**src/rtl/uart_pkg.sv**
```systemverilog
// Shared types and constants for the memory-mapped UART transmitter.
// Holds the FSM state encoding, status bit positions and default bus addresses.
package uart_pkg;

   typedef enum logic [1:0] {
      IDLE  = 2'd0,
      START = 2'd1,
      DATA  = 2'd2,
      STOP  = 2'd3
   } tx_state_t;

   localparam int ST_BUSY    = 0;
   localparam int ST_FULL    = 1;
   localparam int ST_EMPTY   = 2;
   localparam int ST_OVF     = 3;
   localparam int ST_CNT_LSB = 8;

   localparam logic [31:0] DEF_TX_DATA_ADDR = 32'h0000_03f0;
   localparam logic [31:0] DEF_TX_STAT_ADDR = 32'h0000_03f4;

endpackage

```
**src/rtl/uart_tx_mmio_if.sv**
```systemverilog
// CPU data-bus view of the UART peripheral: address, store data/strobe, read data and hit.
// The CPU side is the master; the peripheral answers combinationally.
interface uart_tx_mmio_if;
   logic [31:0] rw_addr;
   logic [31:0] w_data;
   logic        w_en;
   logic [31:0] r_data;
   logic        hit;

   modport master (output rw_addr, output w_data, output w_en, input r_data, input hit);
   modport slave  (input rw_addr, input w_data, input w_en, output r_data, output hit);
endinterface

```
**src/rtl/sync_fifo.sv**
```systemverilog
// Single-clock FIFO, head shown combinationally on dout; one-cycle write-to-visible latency.
// The caller must gate push when full (unless popping) and never pop when empty.
module sync_fifo #(
   parameter  int WIDTH = 8,
   parameter  int DEPTH = 8,
   localparam int AW    = $clog2(DEPTH),
   localparam int CW    = AW + 1
) (
   input  logic             clock,
   input  logic             reset_n,
   input  logic             push,
   input  logic             pop,
   input  logic [WIDTH-1:0] din,
   output logic [WIDTH-1:0] dout,
   output logic             full,
   output logic             empty,
   output logic [CW-1:0]    count
);

   logic [WIDTH-1:0] mem [DEPTH];
   logic [AW-1:0]    wr_ptr;
   logic [AW-1:0]    rd_ptr;

   always_ff @(posedge clock) begin
      if (push)
         mem[wr_ptr] <= din;
   end

   // Power-of-two depth lets the pointers wrap by natural overflow.
   always_ff @(posedge clock) begin
      if (!reset_n) begin
         wr_ptr <= '0;
         rd_ptr <= '0;
         count  <= '0;
      end else begin
         if (push)
            wr_ptr <= wr_ptr + 1'b1;
         if (pop)
            rd_ptr <= rd_ptr + 1'b1;
         case ({push, pop})
            2'b10:   count <= count + 1'b1;
            2'b01:   count <= count - 1'b1;
            default: count <= count;
         endcase
      end
   end

   assign dout  = mem[rd_ptr];
   assign full  = (count == CW'(DEPTH));
   assign empty = (count == '0);

endmodule

```
**src/rtl/uart_tx_mmio.sv**
```systemverilog
// Memory-mapped 8N1 UART transmitter: stores to the data address queue bytes, status is polled.
// tx falls one edge after the push edge; bytes stored while the FIFO is full are dropped and flagged.
module uart_tx_mmio
   import uart_pkg::*;
#(
   parameter int          CLKS_PER_BIT = 434,
   parameter int          FIFO_DEPTH   = 8,
   parameter logic [31:0] TX_DATA_ADDR = DEF_TX_DATA_ADDR,
   parameter logic [31:0] TX_STAT_ADDR = DEF_TX_STAT_ADDR
) (
   input  logic           clock,
   input  logic           reset_n,
   uart_tx_mmio_if.slave  bus,
   output logic           tx
);

   localparam int            TW     = $clog2(CLKS_PER_BIT);
   localparam int            CW     = $clog2(FIFO_DEPTH) + 1;
   localparam logic [TW-1:0] T_LAST = TW'(CLKS_PER_BIT - 1);

   tx_state_t     state, state_n;
   logic [TW-1:0] timer, timer_n;
   logic [2:0]    bit_idx, bit_idx_n;
   logic [7:0]    shreg, shreg_n;
   logic          tx_n;
   logic          overflow;

   logic          fifo_pop, fifo_full, fifo_empty;
   logic [7:0]    fifo_dout;
   logic [CW-1:0] fifo_count;
   logic          push_req, push_ok, drop, stat_wr;
   logic [31:0]   status;
   logic          unused_wdata_hi;

   assign push_req        = bus.w_en && (bus.rw_addr == TX_DATA_ADDR);
   assign stat_wr         = bus.w_en && (bus.rw_addr == TX_STAT_ADDR);
   assign push_ok         = push_req && (!fifo_full || fifo_pop);
   assign drop            = push_req && !push_ok;
   assign unused_wdata_hi = ^bus.w_data[31:8];

   sync_fifo #(.WIDTH(8), .DEPTH(FIFO_DEPTH)) u_fifo (
      .clock   (clock),
      .reset_n (reset_n),
      .push    (push_ok),
      .pop     (fifo_pop),
      .din     (bus.w_data[7:0]),
      .dout    (fifo_dout),
      .full    (fifo_full),
      .empty   (fifo_empty),
      .count   (fifo_count)
   );

   always_comb begin
      state_n   = state;
      timer_n   = timer + 1'b1;
      bit_idx_n = bit_idx;
      shreg_n   = shreg;
      tx_n      = tx;
      fifo_pop  = 1'b0;
      case (state)
         IDLE: begin
            timer_n = '0;
            tx_n    = 1'b1;
            if (!fifo_empty) begin
               fifo_pop = 1'b1;
               shreg_n  = fifo_dout;
               state_n  = START;
               tx_n     = 1'b0;
            end
         end
         START: begin
            if (timer == T_LAST) begin
               timer_n   = '0;
               bit_idx_n = '0;
               state_n   = DATA;
               tx_n      = shreg[0];
            end
         end
         DATA: begin
            if (timer == T_LAST) begin
               timer_n = '0;
               if (bit_idx == 3'd7) begin
                  state_n = STOP;
                  tx_n    = 1'b1;
               end else begin
                  // shreg[0] is always the bit currently on the line
                  bit_idx_n = bit_idx + 1'b1;
                  shreg_n   = {1'b0, shreg[7:1]};
                  tx_n      = shreg[1];
               end
            end
         end
         STOP: begin
            if (timer == T_LAST) begin
               timer_n = '0;
               if (!fifo_empty) begin
                  fifo_pop = 1'b1;
                  shreg_n  = fifo_dout;
                  state_n  = START;
                  tx_n     = 1'b0;
               end else begin
                  state_n = IDLE;
                  tx_n    = 1'b1;
               end
            end
         end
         default: begin
            state_n = IDLE;
            timer_n = '0;
            tx_n    = 1'b1;
         end
      endcase
   end

   always_ff @(posedge clock) begin
      if (!reset_n) begin
         state    <= IDLE;
         timer    <= '0;
         bit_idx  <= '0;
         shreg    <= '0;
         tx       <= 1'b1;
         overflow <= 1'b0;
      end else begin
         state   <= state_n;
         timer   <= timer_n;
         bit_idx <= bit_idx_n;
         shreg   <= shreg_n;
         tx      <= tx_n;
         if (drop)
            overflow <= 1'b1;
         else if (stat_wr)
            overflow <= 1'b0;
      end
   end

   always_comb begin
      status                     = '0;
      status[ST_BUSY]            = (state != IDLE);
      status[ST_FULL]            = fifo_full;
      status[ST_EMPTY]           = fifo_empty;
      status[ST_OVF]             = overflow;
      status[ST_CNT_LSB +: CW]   = fifo_count;
   end

   assign bus.hit    = (bus.rw_addr == TX_DATA_ADDR) || (bus.rw_addr == TX_STAT_ADDR);
   assign bus.r_data = (bus.rw_addr == TX_STAT_ADDR) ? status : 32'h0;

endmodule

```
**src/flat_wrapper.sv**
```systemverilog
// flat-port wrapper written by rule: the top's interface ports become plain ports
module uart_tx_mmio_flat import uart_pkg::*;
#(
   parameter int          CLKS_PER_BIT = 434,
   parameter int          FIFO_DEPTH   = 8,
   parameter logic [31:0] TX_DATA_ADDR = DEF_TX_DATA_ADDR,
   parameter logic [31:0] TX_STAT_ADDR = DEF_TX_STAT_ADDR
)
  (clock, reset_n, tx, bus_rw_addr, bus_w_data, bus_w_en, bus_r_data, bus_hit);
  uart_tx_mmio_if bus_i ();
  input  logic clock;
  input  logic reset_n;
  output logic tx;
  input wire logic [$bits(bus_i.rw_addr)-1:0] bus_rw_addr;
  input wire logic [$bits(bus_i.w_data)-1:0] bus_w_data;
  input wire logic [$bits(bus_i.w_en)-1:0] bus_w_en;
  output wire logic [$bits(bus_i.r_data)-1:0] bus_r_data;
  output wire logic [$bits(bus_i.hit)-1:0] bus_hit;
  assign bus_i.rw_addr = bus_rw_addr;
  assign bus_i.w_data = bus_w_data;
  assign bus_i.w_en = bus_w_en;
  assign bus_r_data = bus_i.r_data;
  assign bus_hit = bus_i.hit;
  uart_tx_mmio #(.CLKS_PER_BIT(CLKS_PER_BIT), .FIFO_DEPTH(FIFO_DEPTH), .TX_DATA_ADDR(TX_DATA_ADDR), .TX_STAT_ADDR(TX_STAT_ADDR)) u_core (.clock(clock), .reset_n(reset_n), .bus(bus_i), .tx(tx));
endmodule
```
**config.mk**
```make
export PLATFORM = sky130hd
export DESIGN_NAME = uart_tx_mmio_flat
export DESIGN_NICKNAME = d
export VERILOG_FILES = /design/src/rtl/uart_pkg.sv /design/src/rtl/uart_tx_mmio_if.sv /design/src/rtl/sync_fifo.sv /design/src/rtl/uart_tx_mmio.sv /design/src/flat_wrapper.sv
export SDC_FILE = /design/constraint.sdc
export NUM_CORES = 1
export LEC_CHECK = 0
export BUFFER_PORTS_ARGS = -buffer_cell sky130_fd_sc_hd__buf_4
export CELL_PAD_IN_SITES_DETAIL_PLACEMENT = 0
export CELL_PAD_IN_SITES_GLOBAL_PLACEMENT = 2
export CORE_MARGIN = 8
export CORE_UTILIZATION = 33
export DETAILED_ROUTE_END_ITERATION = 16
export GPL_TIMING_DRIVEN = 0
export PLACE_DENSITY_LB_ADDON = 0.1
export RECOVER_POWER = 100
export SYNTH_ARGS = -nofsm -noshare
export SYNTH_HDL_FRONTEND = slang
export SYNTH_SLANG_ARGS = --single-unit
```
**constraint.sdc**
```tcl
create_clock -name clock -period 3.02 [get_ports clock]
set_clock_uncertainty 0.2 [all_clocks]
set_input_delay 0.755 -clock clock [delete_from_list [all_inputs] [get_ports clock]]
set_output_delay 0.755 -clock clock [all_outputs]
set_load 0.02 [all_outputs]
```
==> flow_summary_export.csv, run 1 <==
group,metric,value,unit
status,status,"finished, violations left",
status,violations,"setup timing",
route,routed_via_density,4.66,
critical_path,cp_slowest_cell,"nor4_4",
power_and_ir_drop,swShare,22.4,%
cts,cts_tree,"built",
placed_design,io_buffers,52,
critical_path,path_delay_family,"simple AND/OR/NAND/NOR gates",
synth,synth_top_area_share,40.2,%
cts,clkTransAtPathRegs,0.07,ns
flow_run,drv_cap,0,
placed_design,placedCellCount,638,
floorplanning,initial_core_util,33.4,%
cts,hold_buffers,0,
power_and_ir_drop,p_sw,631,uW
synth,synth_cell_types,53,
sta,finalHoldViolations,0,
power_and_ir_drop,pwr_density_cell,446,nW/um^2
cells_and_area,fin_area,6320,sq um
synth,yosysSeqAreaShare,55.7,%
sta,tightest_slew,0.685,ns
sta,slew_viol_final,0,
power_and_ir_drop,p_leak,0.00228,uW
critical_path,crit_path_start_kind,"input port",
sta,slew_headroom,54.3,%
critical_path,path_max_fanout,4,
global_routing,grt_first_pass_wirelength,17100,microns
critical_path,critical_path.cell_chain,"buf_4 > nor4b_4 > nand4_2 > buf_6 > nor4_4 > nand3_4 > ha_4 > xor2_1 > ha_2 > a21oi_4 > xnor2_2 > or3_1 > a21oi_2",
synth,netlist.top_cell.by_area,"edfxtp_1",
route,drc,0,
floorplanning,num_rows,44,
power_and_ir_drop,power.internal,2190,uW
sta,tns,-0.105,ns
synth,netlist_area,4780,sq um
sta,rsz0062_at_grt,"true",
sta,max_freq,325,MHz
global_routing,track_usage,12.0,%
route,ant_nets,0,
global_routing,grt_start_max_net_pins,20,
placed_design,placed_cell_area,5560,sq um
global_routing,first_global_vias,3310,
route,dr.pass1.iters,4,
worst_hold_path,min_path_type,"flip-flop to flip-flop",
power_and_ir_drop,power_frac_comb,4.4,%
cts,clk_root_buffer_cell,"clkbuf_16",
cells_and_area,final_cell_count_no_fill,674,
cells_and_area,drive_gt1_share,35.3,%
route,wirelength,10600,microns
synth,ys.flop_type,"edfxtp_1",
sta,fin_crit,3.08,ns
synth,synth_warnings,0,
sta,setup_slack,-0.0587,ns
synth,synth_edf_count,64,
route,vias,3144,
synth,async_flop_share,0,%
placed_design,finalWeightedCongestion,0.684,
critical_path,required,3.10,ns
cells_and_area,multiInputGateArea,2190,sq um
route,drt_iter0_markers,161,
synth,synth_area_leaders,"edfxtp_1 (40%), dfxtp_1 (16%), mux4_2 (7.5%), mux2i_1 (4.4%), ha_1 (3.9%)",
floorplanning,io_pins,101,
floorplanning,core_area,14300,sq um
synth,synth_most_common_cell,"edfxtp_1",
synth,synth.avg_cell_area,12.7,sq um
critical_path,critPathMaxStageDelay,0.32,ns
cts,cts_buffers,9,
sta,fin_crit_sh,102,%
cells_and_area,fillerInstances,1332,
critical_path,r2r_cells,13,
critical_path,worstSetupPathDepth,13,
floorplanning,die_x,136,microns
synth,ys_ff_latch,101,
cts,htreeDepth,3,
global_routing,overflow,0,
route,wl_per_cell,15.8,microns
power_and_ir_drop,vdd_ir_drop_max,0.000399,V
power_and_ir_drop,clkPwrFrac,43.8,%
critical_path,end_kind,"flip-flop",
synth,syn_inst,376,
synth,synth_common_cells,"edfxtp_1 (64), dfxtp_1 (37), nor2_1 (32)",
cts,clock-sinks,101,
cells_and_area,n_antenna_cell,0,
worst_hold_path,whs_path_depth,1,
global_routing,antenna_found_initial,0,
cells_and_area,seq_area,2670,sq um
sta,setup_violations,2,
floorplanning,die_area,18600,sq um
floorplanning,die_y,136,microns
critical_path,arrival,3.16,ns
cts,clk_latency,0.35,ns
power_and_ir_drop,p_seq_share,51.8,%
critical_path,critical_path_class,"input port to flip-flop",
cells_and_area,fin_nets,567,
cells_and_area,syn_to_final_growth,32.3,%
cts,cts_buffer_depth,2,
placed_design,dp.final_hpwl,7610,microns
critical_path,critPathBufInv,2,
placed_design,dp_worst_setup_slack,-0.807,ns
cell families after synthesis:
family	count (synthesis)	share of synthesized area [%]
simple gates	118	14.9
flops	101	55.7
buf+inv	51	6.15
compound gates	42	5.21
mux	37	11.9
fa+ha+maj	15	3.93
xor+xnor	11	2.02
other cells	1	0.0785
cells in the final DEF, fill, tap and decap left out, types with 4 or more instances in the layout:
cell	n
buf_4	72
edfxtp_1	64
dfxtp_1	35
nor2_1	31
conb_1	24
mux2i_1	21
o21ai_0	20
nand2_1	19
clkbuf_1	16
mux4_2	16
buf_6	15
inv_1	10
ha_1	10
a21oi_1	9
clkbuf_16	9
nor4_4	8
and2_4	6
xor2_1	6
nor3_1	5
inv_8	5
xnor2_1	4
and2_1	4
final cells by class:
cell class	count	share of cell area, %
Inverter	13	0.851
Clock buffer	9	3.56
Timing Repair Buffer	75	9.74
Buffer	38	3.88
Sequential cell	101	42.2
Multi-Input combinational cell	247	34.7
Clock inverter	7	1.43
Tap cell	184	3.64
metal layers:
metal  vias to the layer above  GRT usage [%]  share of wire [%]
met5                         -              0                  0
met4                         0           3.84                1.1
met3                         8           3.14                4.3
met2                        54           21.0                 52
met1                      1519           14.0                 43
li1                       1563              -                  -
worst paths after layout:
| path | to | slack [ns] | start |
|---|---|---|---|
| min | u_core.timer[0] | 0.27 | u_core.timer[0] |
| max reg2reg | u_core.u_fifo.count[2] | 0.02 | u_core.state[1] |
| min reg2reg | u_core.timer[0] | 0.27 | u_core.timer[0] |
| max | u_core.u_fifo.count[2] | -0.06 | bus_rw_addr[10] |
metrics by stage:
step / hold slack, ns / utilization (%) / power (uW)
global route: 0.302 / 44.2 / 2910
floorplan: 0.229 / - / 1550
CTS: 0.270 / 43.6 / 2860
global placement: 0.237 / 38.5 / 1610
finish: 0.265 / 44.2 / 2820
detailed placement: 0.253 / 38.8 / 1610
state kept, by name, indices dropped and copies added (netlist names), 2 cells and up, named ones only:
name and flops:
u_core.u_fifo.count 4, u_core.shreg 8, u_core.u_fifo.rd_ptr 3, u_core.state 2, u_core.timer 9, u_core.u_fifo.wr_ptr 3, u_core.u_fifo.mem 64, u_core.bit_idx 3
power by group through the flow:
stage                     registers (uW)  logic (uW)  clock network (uW)
after detailed placement            1490         119                   0
after global placement              1490         116                   0
final                               1460         124                1230
after CTS                           1460         125                1280
after floorplan                     1490        59.8                   0
after global routing                1460         134                1320
repair_timing:
item / in CTS / in global routing
gates cloned: 0 / 0
pin swaps: 14 / 7
setup endpoints to repair: 76 / 24
buffers inserted: 18 / 2
resized for setup: 37 / 26
Power figures use the tool's default switching activity.
==> run 2, diff against run 1 <==
--- a/config.mk
+++ b/config.mk
@@ -5,11 +5,13 @@
 export SDC_FILE = /design/constraint.sdc
 export NUM_CORES = 1
 export LEC_CHECK = 0
+export ABC_AREA = 1
 export BUFFER_PORTS_ARGS = -buffer_cell sky130_fd_sc_hd__buf_4
 export CELL_PAD_IN_SITES_DETAIL_PLACEMENT = 0
 export CELL_PAD_IN_SITES_GLOBAL_PLACEMENT = 2
+export CORE_ASPECT_RATIO = 1.25
 export CORE_MARGIN = 8
-export CORE_UTILIZATION = 33
+export CORE_UTILIZATION = 30
 export DETAILED_ROUTE_END_ITERATION = 16
 export GPL_TIMING_DRIVEN = 0
 export PLACE_DENSITY_LB_ADDON = 0.1
==> run 2 against run 1 <==
Net effect: the flow now finishes without violations; combinational power grew to 9.4 times the previous value; cell count grew 32%; flip-flop and latch count is the same; non-clock buffer count shrank 23; clock power is essentially flat; die area grew 14%; critical path type is now input port to output pin.
==> flow_summary_export.csv, run 2 <==
group,metric,value,unit
placed_design,io_buffers,51,
sta,rsz0062_at_grt,"true",
sta,fin_crit_sh,96.2,%
cts,clk_root_buffer_cell,"clkbuf_16",
synth,netlist.top_cell.by_area,"edfxtp_1",
sta,tightest_slew,0.863,ns
route,dr.pass1.iters,4,
route,wirelength,12100,microns
sta,setup_slack,0.114,ns
cts,cts_buffer_depth,2,
cts,clock-sinks,101,
sta,fin_crit,2.91,ns
synth,yosysSeqAreaShare,53.1,%
floorplanning,die_x,132,microns
cts,cts_buffers,9,
sta,slew_viol_final,0,
synth,syn_inst,576,
flow_run,drv_cap,0,
cells_and_area,largest-register,"u_core.u_fifo.mem",
cells_and_area,reg.largest.list,"u_core.u_fifo.mem x64, u_core.timer x9, u_core.shreg x8",
sta,slew_headroom,42.2,%
route,wl_per_cell,13.6,microns
cells_and_area,layout_common_cells,"nand2_1 (140), buf_4 (70), nor2_1 (67)",
critical_path,r2r_cells,7,
synth,synth.avg_cell_area,8.71,sq um
placed_design,dp_worst_setup_slack,-0.262,ns
synth,synth_most_common_cell,"nand2_1",
critical_path,reg2reg_from,"u_core.state[1]",
cts,hold_buffers,0,
synth,ys.flop_type,"edfxtp_1",
critical_path,required,2.06,ns
cts,htreeDepth,3,
route,drt_iter0_markers,212,
placed_design,placed_cell_area,5760,sq um
global_routing,grt_start_max_net_pins,20,
power_and_ir_drop,pwr_density_cell,660,nW/um^2
route,routed_via_density,4.30,
critical_path,end_kind,"output pin",
critical_path,arrival,1.95,ns
critical_path,reg2reg_slack,0.22,ns
synth,netlist_area,5020,sq um
cts,clkTransAtPathRegs,0.08,ns
sta,finalHoldViolations,0,
synth,async_flop_share,0,%
floorplanning,die_area,21100,sq um
route,vias,3811,
floorplanning,num_rows,53,
worst_hold_path,min_to,"u_core.bit_idx[2]",
synth,synth_common_cells,"nand2_1 (141), nor2_1 (74), edfxtp_1 (64)",
power_and_ir_drop,vdd_ir_drop_max,0.000247,V
synth,synth_edf_count,64,
cells_and_area,syn_to_final_growth,21.5,%
synth,synth_top_area_share,38.3,%
synth,ys_ff_latch,101,
cells_and_area,fin_area,6090,sq um
cts,cts_tree,"built",
floorplanning,io_pins,101,
power_and_ir_drop,p_leak,0.00253,uW
floorplanning,core_area,16600,sq um
sta,setup_violations,0,
critical_path,rr_endpoint,"u_core.u_fifo.mem[0][7]",
cts,clk_latency,0.35,ns
worst_hold_path,min_path_type,"flip-flop to flip-flop",
critical_path,path_max_fanout,9,
cells_and_area,drive_gt1_share,18.6,%
placed_design,finalWeightedCongestion,0.730,
route,ant_nets,0,
global_routing,overflow,0,
route,drc,0,
floorplanning,die_y,161,microns
cells_and_area,largest_reg_flops,64,
global_routing,track_usage,11.8,%
cells_and_area,final_core_util,36.7,%
placed_design,dp.final_hpwl,9090,microns
cells_and_area,n_antenna_cell,0,
sta,max_freq,344,MHz
synth,synth_cell_types,38,
global_routing,first_global_vias,3934,
global_routing,grt_first_pass_wirelength,19800,microns
cells_and_area,fin_nets,744,
critical_path,crit_path_start_kind,"input port",
cells_and_area,layout_commonest_cell,"nand2_1",
critical_path,critical_path_class,"input port to output pin",
global_routing,antenna_found_initial,0,
floorplanning,initial_core_util,30.3,%
status,status,"complete, no violations",
worst_hold_path,whs_path_depth,2,
synth,synth_area_leaders,"edfxtp_1 (38%), dfxtp_1 (15%), nand2_1 (11%), nor2_1 (5.5%), nand3_1 (4.7%)",
worst_hold_path,hold_path_startpoint,"u_core.bit_idx[2]",
synth,synth_warnings,0,
## run 2: cell count changes after synthesis, moves of 5 or more
cell      before  now
nand2_1       19  141
o21a_1         0    6
inv_1         13   52
nor2_1        32   74
mux4_2        16    0
nand3_1        5   47
buf_2          3    8
a21oi_1       11   26
nand3b_1       0    7
and2_1         9    0
nor4_1         7    0
mux2i_1       21    0
## run 2: cell type report
cell class | instances | area (sq um)
Sequential cell | 101 | 2660
Inverter | 55 | 206
Fill cell | 1761 | 10500
Tap cell | 220 | 275
Clock buffer | 9 | 225
Timing Repair Buffer | 52 | 357
Buffer | 38 | 254
Multi-Input combinational cell | 405 | 2020
Clock inverter | 7 | 86.3
## run 2: routing by layer
metal | vias up | track usage [%] | part of all wire [%]
li1 | 2015 | - | -
met1 | 1736 | 12.8 | 43
met2 | 52 | 22.1 | 53
met3 | 8 | 2.75 | 3.3
met4 | 0 | 3.45 | 0.97
met5 | - | 0 | 0
## run 2: worst max path at each step
stage,start,end,slack (ns)
detailed placement,bus_rw_addr[20],u_core.u_fifo.mem[4][1],-0.26
floorplan,bus_rw_addr[16],u_core.u_fifo.count[2],0.25
finish,bus_rw_addr[11],bus_hit,0.11
CTS,u_core.state[0],u_core.u_fifo.mem[4][1],0.04
global route,bus_rw_addr[31],u_core.u_fifo.count[2],-0.06
global placement,bus_rw_addr[20],u_core.u_fifo.mem[4][2],-0.21
## run 2: kinds of logic after synthesis
kind of cell	share of synthesized area [%]
buffers and inverters	9.18
AOI/OAI and AO/OA	7.23
and+or+nand+nor	25.8
DFF	53.1
xor gates and xnor gates	0.873
other	0.0748
adders and majority gates	3.74
## run 2: repair_timing
action	4_1_cts	5_1_grt
setup endpoints to repair	9	48
gates cloned	0	0
pin swaps	0	1
buffers inserted	1	0
resized for setup	0	13
## run 2: metrics by stage
step	total power (uW)	setup TNS, ns	instances	hold WS (ns)
CTS	4060	0	887	0.271
global route	4290	-0.0609	887	0.290
finish	4020	0	887	0.267
global placement	2830	-8.75	870	0.252
floorplan	2500	0	599	0.233
detailed placement	2830	-11.66	870	0.259
## run 2: power by group
| group | switching [uW] | leakage, uW | internal [uW] |
|---|---|---|---|
| sequential | 69.8 | 0.000876 | 1560 |
| combinational | 752 | 0.00150 | 412 |
| clock | 556 | 0.000156 | 664 |
## run 2: worst max-delay path, cell delays in order
cell      delay [ns]
buf_4           0.11
inv_1           0.06
nand2_1         0.08
nor3_2          0.11
nand4_1         0.18
nand3b_1        0.20
buf_4           0.18
o21ai_0         0.10
buf_4           0.18
